### src/rtl/icache_pkg.sv
// icache_pkg: shared icache geometry, refill FSM state encoding and address slicing helpers
package icache_pkg;
  localparam int ADDR = 27;
  localparam int IDX = 12;
  localparam int TAG = 9;
  localparam int OFFSET = 6;
  localparam int DATA_W = 64;
  localparam int BEATS = 8;
  localparam int BEAT_W = $clog2(BEATS);
  typedef enum logic [2:0] {IDLE, REQ_M, FILL_M, COMMIT_M, REQ_A, FILL_A, COMMIT_A} state_t;
  function automatic logic [IDX-1:0] idx_of(input logic [ADDR-1:0] a);
    return a[IDX+OFFSET-1:OFFSET];
  endfunction
  function automatic logic [TAG-1:0] tag_of(input logic [ADDR-1:0] a);
    return a[ADDR-1:IDX+OFFSET];
  endfunction
  function automatic logic [ADDR-1:0] block_of(input logic [ADDR-1:0] a);
    return {a[ADDR-1:OFFSET], OFFSET'(0)};
  endfunction
endpackage

### src/rtl/icache_beat_ctr.sv
// icache_beat_ctr: refill beat counter with clear, enable and last-beat flag
module icache_beat_ctr
  import icache_pkg::*;
(
  input  logic              clk,
  input  logic              rst,
  input  logic              clr,
  input  logic              en,
  output logic [BEAT_W-1:0] count,
  output logic              last
);
  always_ff @(posedge clk)
    if (rst || clr) count <= '0;
    else if (en) count <= count + 1'b1;
  assign last = count == BEAT_W'(BEATS - 1);
endmodule

### src/rtl/icache_refill_ctrl.sv
// icache_refill_ctrl: icache miss FSM; fetches missing block(s) from DRAM, writes data array, commits tags
module icache_refill_ctrl
  import icache_pkg::*;
(
  input  logic              clk,
  input  logic              rst,
  input  logic              cpu_req,
  input  logic [ADDR-1:0]   cpu_addr,
  input  logic              missalign,
  input  logic              hit,
  input  logic              hit_missalign,
  output logic              stall,
  output logic              mem_req,
  output logic [ADDR-1:0]   mem_addr,
  input  logic              mem_ack,
  input  logic              mem_rvalid,
  input  logic [DATA_W-1:0] mem_rdata,
  input  logic              mem_rerr,
  output logic              data_we,
  output logic [IDX-1:0]    data_index,
  output logic [BEAT_W-1:0] data_beat,
  output logic [DATA_W-1:0] data_wdata,
  output logic              replace_tag,
  output logic              valid_in,
  output logic              replace_tag_align,
  output logic              valid_in_align,
  output logic              fetch_fault
);
  state_t state, state_n;
  logic err_seen;
  logic miss_main, miss_align, fill, beat, last;
  logic [BEAT_W-1:0] count;
  logic [ADDR-1:0] addr_main, addr_align;
  logic [IDX-1:0] index_main, index_align;
  assign miss_main = cpu_req & ~hit;
  assign miss_align = cpu_req & missalign & ~hit_missalign;
  assign addr_main = block_of(cpu_addr);
  assign addr_align = addr_main + ADDR'(1 << OFFSET);
  assign index_main = idx_of(cpu_addr);
  assign index_align = index_main + 1'b1;
  assign fill = state == FILL_M || state == FILL_A;
  assign beat = fill & mem_rvalid;
  icache_beat_ctr u_ctr (
    .clk(clk),
    .rst(rst),
    .clr(~fill),
    .en(beat),
    .count(count),
    .last(last)
  );
  always_comb begin
    state_n = state;
    case (state)
      IDLE:     state_n = miss_main ? REQ_M : miss_align ? REQ_A : IDLE;
      REQ_M:    state_n = mem_ack ? FILL_M : REQ_M;
      FILL_M:   state_n = beat && last ? COMMIT_M : FILL_M;
      COMMIT_M: state_n = miss_align && !err_seen ? REQ_A : IDLE;
      REQ_A:    state_n = mem_ack ? FILL_A : REQ_A;
      FILL_A:   state_n = beat && last ? COMMIT_A : FILL_A;
      default:  state_n = IDLE;
    endcase
  end
  always_ff @(posedge clk)
    if (rst) begin
      state <= IDLE;
      err_seen <= 1'b0;
      data_we <= 1'b0;
      data_index <= '0;
      data_beat <= '0;
      data_wdata <= '0;
    end else begin
      state <= state_n;
      err_seen <= state_n == IDLE ? 1'b0 : err_seen | (beat & mem_rerr);
      data_we <= beat;
      if (beat) begin
        data_index <= state == FILL_A ? index_align : index_main;
        data_beat <= count;
        data_wdata <= mem_rdata;
      end
    end
  assign stall = ~rst & (state != IDLE | miss_main | miss_align);
  assign mem_req = ~rst & (state == REQ_M || state == REQ_A);
  assign mem_addr = state == REQ_A ? addr_align : state == REQ_M ? addr_main : '0;
  assign replace_tag = ~rst & state == COMMIT_M;
  assign valid_in = replace_tag & ~err_seen;
  assign replace_tag_align = ~rst & state == COMMIT_A;
  assign valid_in_align = replace_tag_align & ~err_seen;
  assign fetch_fault = (replace_tag | replace_tag_align) & err_seen;
endmodule
### config.mk
export PLATFORM = sky130hd
export DESIGN_NAME = icache_refill_ctrl
export DESIGN_NICKNAME = d
export VERILOG_FILES = /design/src/rtl/icache_pkg.sv /design/src/rtl/icache_beat_ctr.sv /design/src/rtl/icache_refill_ctrl.sv
export SDC_FILE = /design/constraint.sdc
export NUM_CORES = 1
export LEC_CHECK = 0
export BUFFER_PORTS_ARGS = -buffer_cell sky130_fd_sc_hd__buf_2
export CAP_MARGIN = 0
export CORE_AREA = 5 5 110 112
export CTS_CLUSTER_DIAMETER = 30
export DETAILED_ROUTE_END_ITERATION = 7
export DIE_AREA = 0 0 115 117
export GPL_ROUTABILITY_DRIVEN = 0
export PLACE_DENSITY = 0.68
export SYNTH_ARGS = -nofsm -noshare
export SYNTH_HDL_FRONTEND = slang
export SYNTH_HIERARCHICAL = 1
export SYNTH_SLANG_ARGS = --single-unit
### constraint.sdc
create_clock -name clk -period 2.9 [get_ports clk]
set_input_delay 0.435 -clock clk [delete_from_list [all_inputs] [get_ports clk]]
set_output_delay 0.435 -clock clk [all_outputs]
set_load 0.02 [all_outputs]
After elaboration in Yosys (flattened, before gate mapping):

Index checks and enable logic that the tools add are counted.

* add/subtract/negate cells: 3
* equal/unequal tests: 7
* mux-type cells: 11
* bitwise operators: 21
* reductions and logical operators: 10

Operators with widths (number)
* 2-to-1 mux 27 bit: 2
* adder 27 x 7 -> 27 bit, second input constant: 1
* case mux 3 bit (6 select lines): 1
* adder 12 x 1 -> 12 bit, second input constant: 1
* bitwise AND 1 bit: 12
* equality test 3 bit, second input constant: 4
* 2-to-1 mux 12 bit: 1
* 2-to-1 mux 3 bit: 3
* equality test 3 x 2 -> 1 bit, second input constant: 2
* zero test 3 bit: 2
* NOT 1 bit: 5
* 2-to-1 mux 2 bit: 2
* bitwise OR 1 bit: 4
* adder 3 x 1 -> 3 bit, second input constant: 1
* equality test 3 x 1 -> 1 bit, second input constant: 1
* logical OR 1 bit: 3
* nonzero test 3 bit: 1
* logical AND 1 bit: 2
* 2-to-1 mux 1 bit: 2
* OR reduction 2 bit: 1
* zero test 1 bit: 1

* bits in registers: 87
* bits of input ports: 100
* output and inout port bits: 114
* word-level logic and storage cells: 59

Longest topological paths before layout:

* depth in word-level cells: 8
* gate-level depth with buffers: 9
* depth with buffers taken out: 6

By module:

Netlist, hierarchy kept.

Modules (own cells, without submodules)
* icache_refill_ctrl: instances 1, cells an instance 530, area each 3963.8 um^2, seq. area each 1681.6 um^2
* icache_beat_ctr: instances 1, cells an instance 11, area each 133.9 um^2, seq. area each 60.1 um^2

Worst setup path before layout:

Ideal clock, no wire load.

* path type: flip-flop to output port
* start point: reg state[1]
* end point: out valid_in_align
* arrival: 2130 ps
* data required time: 2465 ps
* setup slack: 335 ps
* stages on the path, launching flop included: 6
* path buffers: 2
* path through: dfxtp_1 buf_2 clkbuf_1 inv_1 nor4b_1 nor2b_1

* longest elaborated chain between the ends: 3

Ends and longest elaborated chain
* from (decl): line icache_refill_ctrl.sv:29 `state_t state, state_n;`
* from (signal assigned): line icache_refill_ctrl.sv:72 `state <= state_n;`
* equality test 3 bit: line icache_refill_ctrl.sv:86 `assign replace_tag_align = ~rst & state == COMMIT_A;`
* bitwise AND 1 bit: line icache_refill_ctrl.sv:86
* via replace_tag_align: line icache_refill_ctrl.sv:25 `output logic replace_tag_align,`
* bitwise AND 1 bit: line icache_refill_ctrl.sv:87 `assign valid_in_align = replace_tag_align & ~err_seen;`
* to (decl): line icache_refill_ctrl.sv:26 `output logic valid_in_align,`

The timed path passes the listed nets, and every way through them passes these cells.

Worst setup path after layout:

* start point: reg state[0]
* end point: out mem_addr[25]

* longest elaborated chain between the ends: 3
* elaborated cells on any way between the ends: 4
* classes of those cells: 2 x eq/ne; 2 x mux

Ends and longest elaborated chain
* equality test 3 x 1 -> 1 bit: line icache_refill_ctrl.sv:83 `assign mem_addr = state == REQ_A ? addr_align : state == REQ_M ? addr_main : '0;`
* 2-to-1 mux 27 bit: line icache_refill_ctrl.sv:83
* 2-to-1 mux 27 bit (*): line icache_refill_ctrl.sv:83
* to (decl): line icache_refill_ctrl.sv:14 `output logic [ADDR-1:0] mem_addr,`

Every way passes the cells marked *; elsewhere a longest branch is shown, timed or not.

==> results_dict.tcl <==
set metrics [dict create \
    seq_area_frac_synth_pct 42.5 \
    fill_cells 1100 \
    required_ps 2470 \
    finalHoldViolCount 0 \
    fin_area_um2 5450 \
    synthFlopType "dfxtp_1" \
    core_area_um2 11100 \
    avgSynthCellArea_um2 7.57 \
    r2r-start "state[0]" \
    die-area_um2 13500 \
    max_freq_ghz 0.371 \
    htreeDepth 3 \
    period_share_pct 92.9 \
    clk_pin_slew_worst_paths_ps 60 \
    static-leakage-power_nw 2.38 \
    crit_type "register to output port" \
    status "complete, no violations" \
    critPathMaxFanout 18 \
    die_h_um 117 \
    synthToLayoutAreaGrowth_pct 33.0 \
    drv_slew 0 \
    start_util_pct 36.8 \
    vias 4395 \
    rrSetupSlack_ps 760 \
    clock-sinks 87 \
    place_hpwl_um 9250 \
    antenna_found_initial 0 \
    rr_endpoint "u_ctr/count[2]" \
    grt_start_max_net_pins 71 \
    netlist_instances 541 \
    place_area_um2 5130 \
    port-buffer-count 201 \
    mostFrequentLayoutCells "buf_2, nand2_1, dfxtp_1" \
    async_flop_share_pct 0 \
    grt_pass1_vias 4093 \
    worstHoldPathType "primary input to register" \
    antenna_cells 0 \
    grt_pass1_wl_um 19200 \
    drive_above_1_share_pct 32.5 \
    rows 39 \
    yosysWarnings 6 \
    synth-seq-cells 87 \
    clock_skew_ps 5.28 \
    crit_arrival_ps 2260 \
    whs_path_depth 3 \
    layout_commonest_cell "buf_2" \
    wirelength_um 12400 \
    cp-end-kind "output port" \
    synth-edff-count 0 \
    finalCoreUtilization_pct 49.0 \
    cts_buffers 9 \
    max_slew_margin_pct 48.8 \
    ir_worst_vdd_uv 325 \
    report.final.setup_viol 0 \
    tns_ps 0 \
    timing.final.ws_setup_ps 205 \
    reg2reg_depth 6 \
    nNetsFinal 819 \
    timing.hold.ws_ps 332 \
    ioPinCount 214 \
    maxCapViolations 0 \
    clock_latency_ps 330 \
    cts_root_buf "clkbuf_16" \
    grt_use_total_pct 17.5 \
    post-place-ws_ps 263 \
    cts_max_path_buffers 2 \
    cts_setup_buffers 0 \
    startpoint "state[0]" \
    rsz0062_at_grt "no" \
    cp-start-kind "register" \
    cts_tree "done" \
    cts_hold_buf 0 \
    worst_slew_pin_slew_ps 757 \
    synth_cell_type_count 50 \
    die_width_um 115 \
    cp-endpoint "mem_addr[25]" \
    power_density_nw_per_um2 535 \
    drt-wirelength-per-cell_um 14.3 \
    ant_nets 0 \
    grt-ovfl-total 0 \
    fin_crit_ps 2690 \
    drt_iter0_drc 334 \
    drc 0 \
    post_cts_resized 0 \
    synthesis.area_um2 4100 \
    dr.pass1.iters 4 \
    viasPerCell 5.09 \
]
[flip-flops by register name (all words and copies together) (netlist names)]
register / count
err_seen: 1
data_wdata: 64
data_index: 12
data_beat: 3
state: 3
data_we: 1
u_ctr/count: 3
[power by group]
group / switching (W) / total [W] / internal [W]
Sequential: 0.0000217 / 0.00125 / 0.00123
Clock: 0.000454 / 0.00123 / 0.000778
Combinational: 0.000277 / 0.000437 / 0.000160
[metrics by stage]
| stage | instances | power, W |
|---|---|---|
| CTS | 864 | 0.00296 |
| finish | 864 | 0.00292 |
| global route | 864 | 0.00306 |
| floorplan | 546 | 0.00155 |
| global placement | 848 | 0.00170 |
| detailed placement | 848 | 0.00171 |
[final cells by class]
type	instances	area [um^2]	area share, %
Clock buffer	11	243	4.45
Clock inverter	5	81.3	1.49
Inverter	7	26.3	0.482
Multi-Input combinational cell	399	2080	38.1
Sequential cell	87	1740	31.9
Tap cell	143	179	3.28
Timing Repair Buffer	212	1100	20.2
[worst max-delay path, cell delays in order (launching register included)]
cell and delay [ps]:
dfxtp_1 620, or3b_2 610, nand2_1 170, o311ai_0 170, o31ai_1 120, buf_2 220
[cell usage after synthesis, types with 8 or more instances]
| cell type | instances | area (um^2) |
|---|---|---|
| nand2_1 | 155 | 582 |
| buf_2 | 8 | 40.0 |
| nand4_1 | 9 | 56.3 |
| a211oi_1 | 12 | 90.1 |
| buf_4 | 16 | 120 |
| a21oi_1 | 80 | 400 |
| nor3_1 | 11 | 55.1 |
| clkbuf_1 | 29 | 109 |
| nor2_1 | 20 | 75.1 |
| dfxtp_1 | 87 | 1740 |
| nand3_1 | 11 | 55.1 |
| o21ai_0 | 16 | 80.1 |
| xnor2_1 | 9 | 78.8 |
[routing by layer]
metal  vias up  part of all wire, %  global-route usage [%]
met4         0                  2.3                    8.29
met5         -                    0                       0
met1      1987                   43                    21.4
met2       191                   46                    29.2
li1       2197                    -                       -
met3        20                  8.7                    4.01
[logic make-up after synthesis]
family / Yosys count / synth area share [%]
flip-flops: 87 / 42.5
other: 1 / 0.0915
multiplexers: 2 / 0.489
XOR/XNOR: 12 / 2.57
AND/OR/NAND/NOR: 238 / 26.4
adder cells (fa/ha/maj): 3 / 0.916
buffers and inverters: 60 / 7.21
AO/OA/AOI/OAI: 138 / 19.8
[worst min path at each step]
stage	start	to	slack, ps
5_1_grt	mem_rdata[58]	data_wdata[58]	330
3_3_place_gp	data_wdata[53]	data_wdata[53]	440
3_5_place_dp	data_wdata[6]	data_wdata[6]	440
2_1_floorplan	u_ctr/count[1]	data_beat[1]	450
4_1_cts	mem_rdata[11]	data_wdata[11]	320
6_report	mem_rdata[11]	data_wdata[11]	330
No activity file was read; power rests on OpenSTA's default activity.
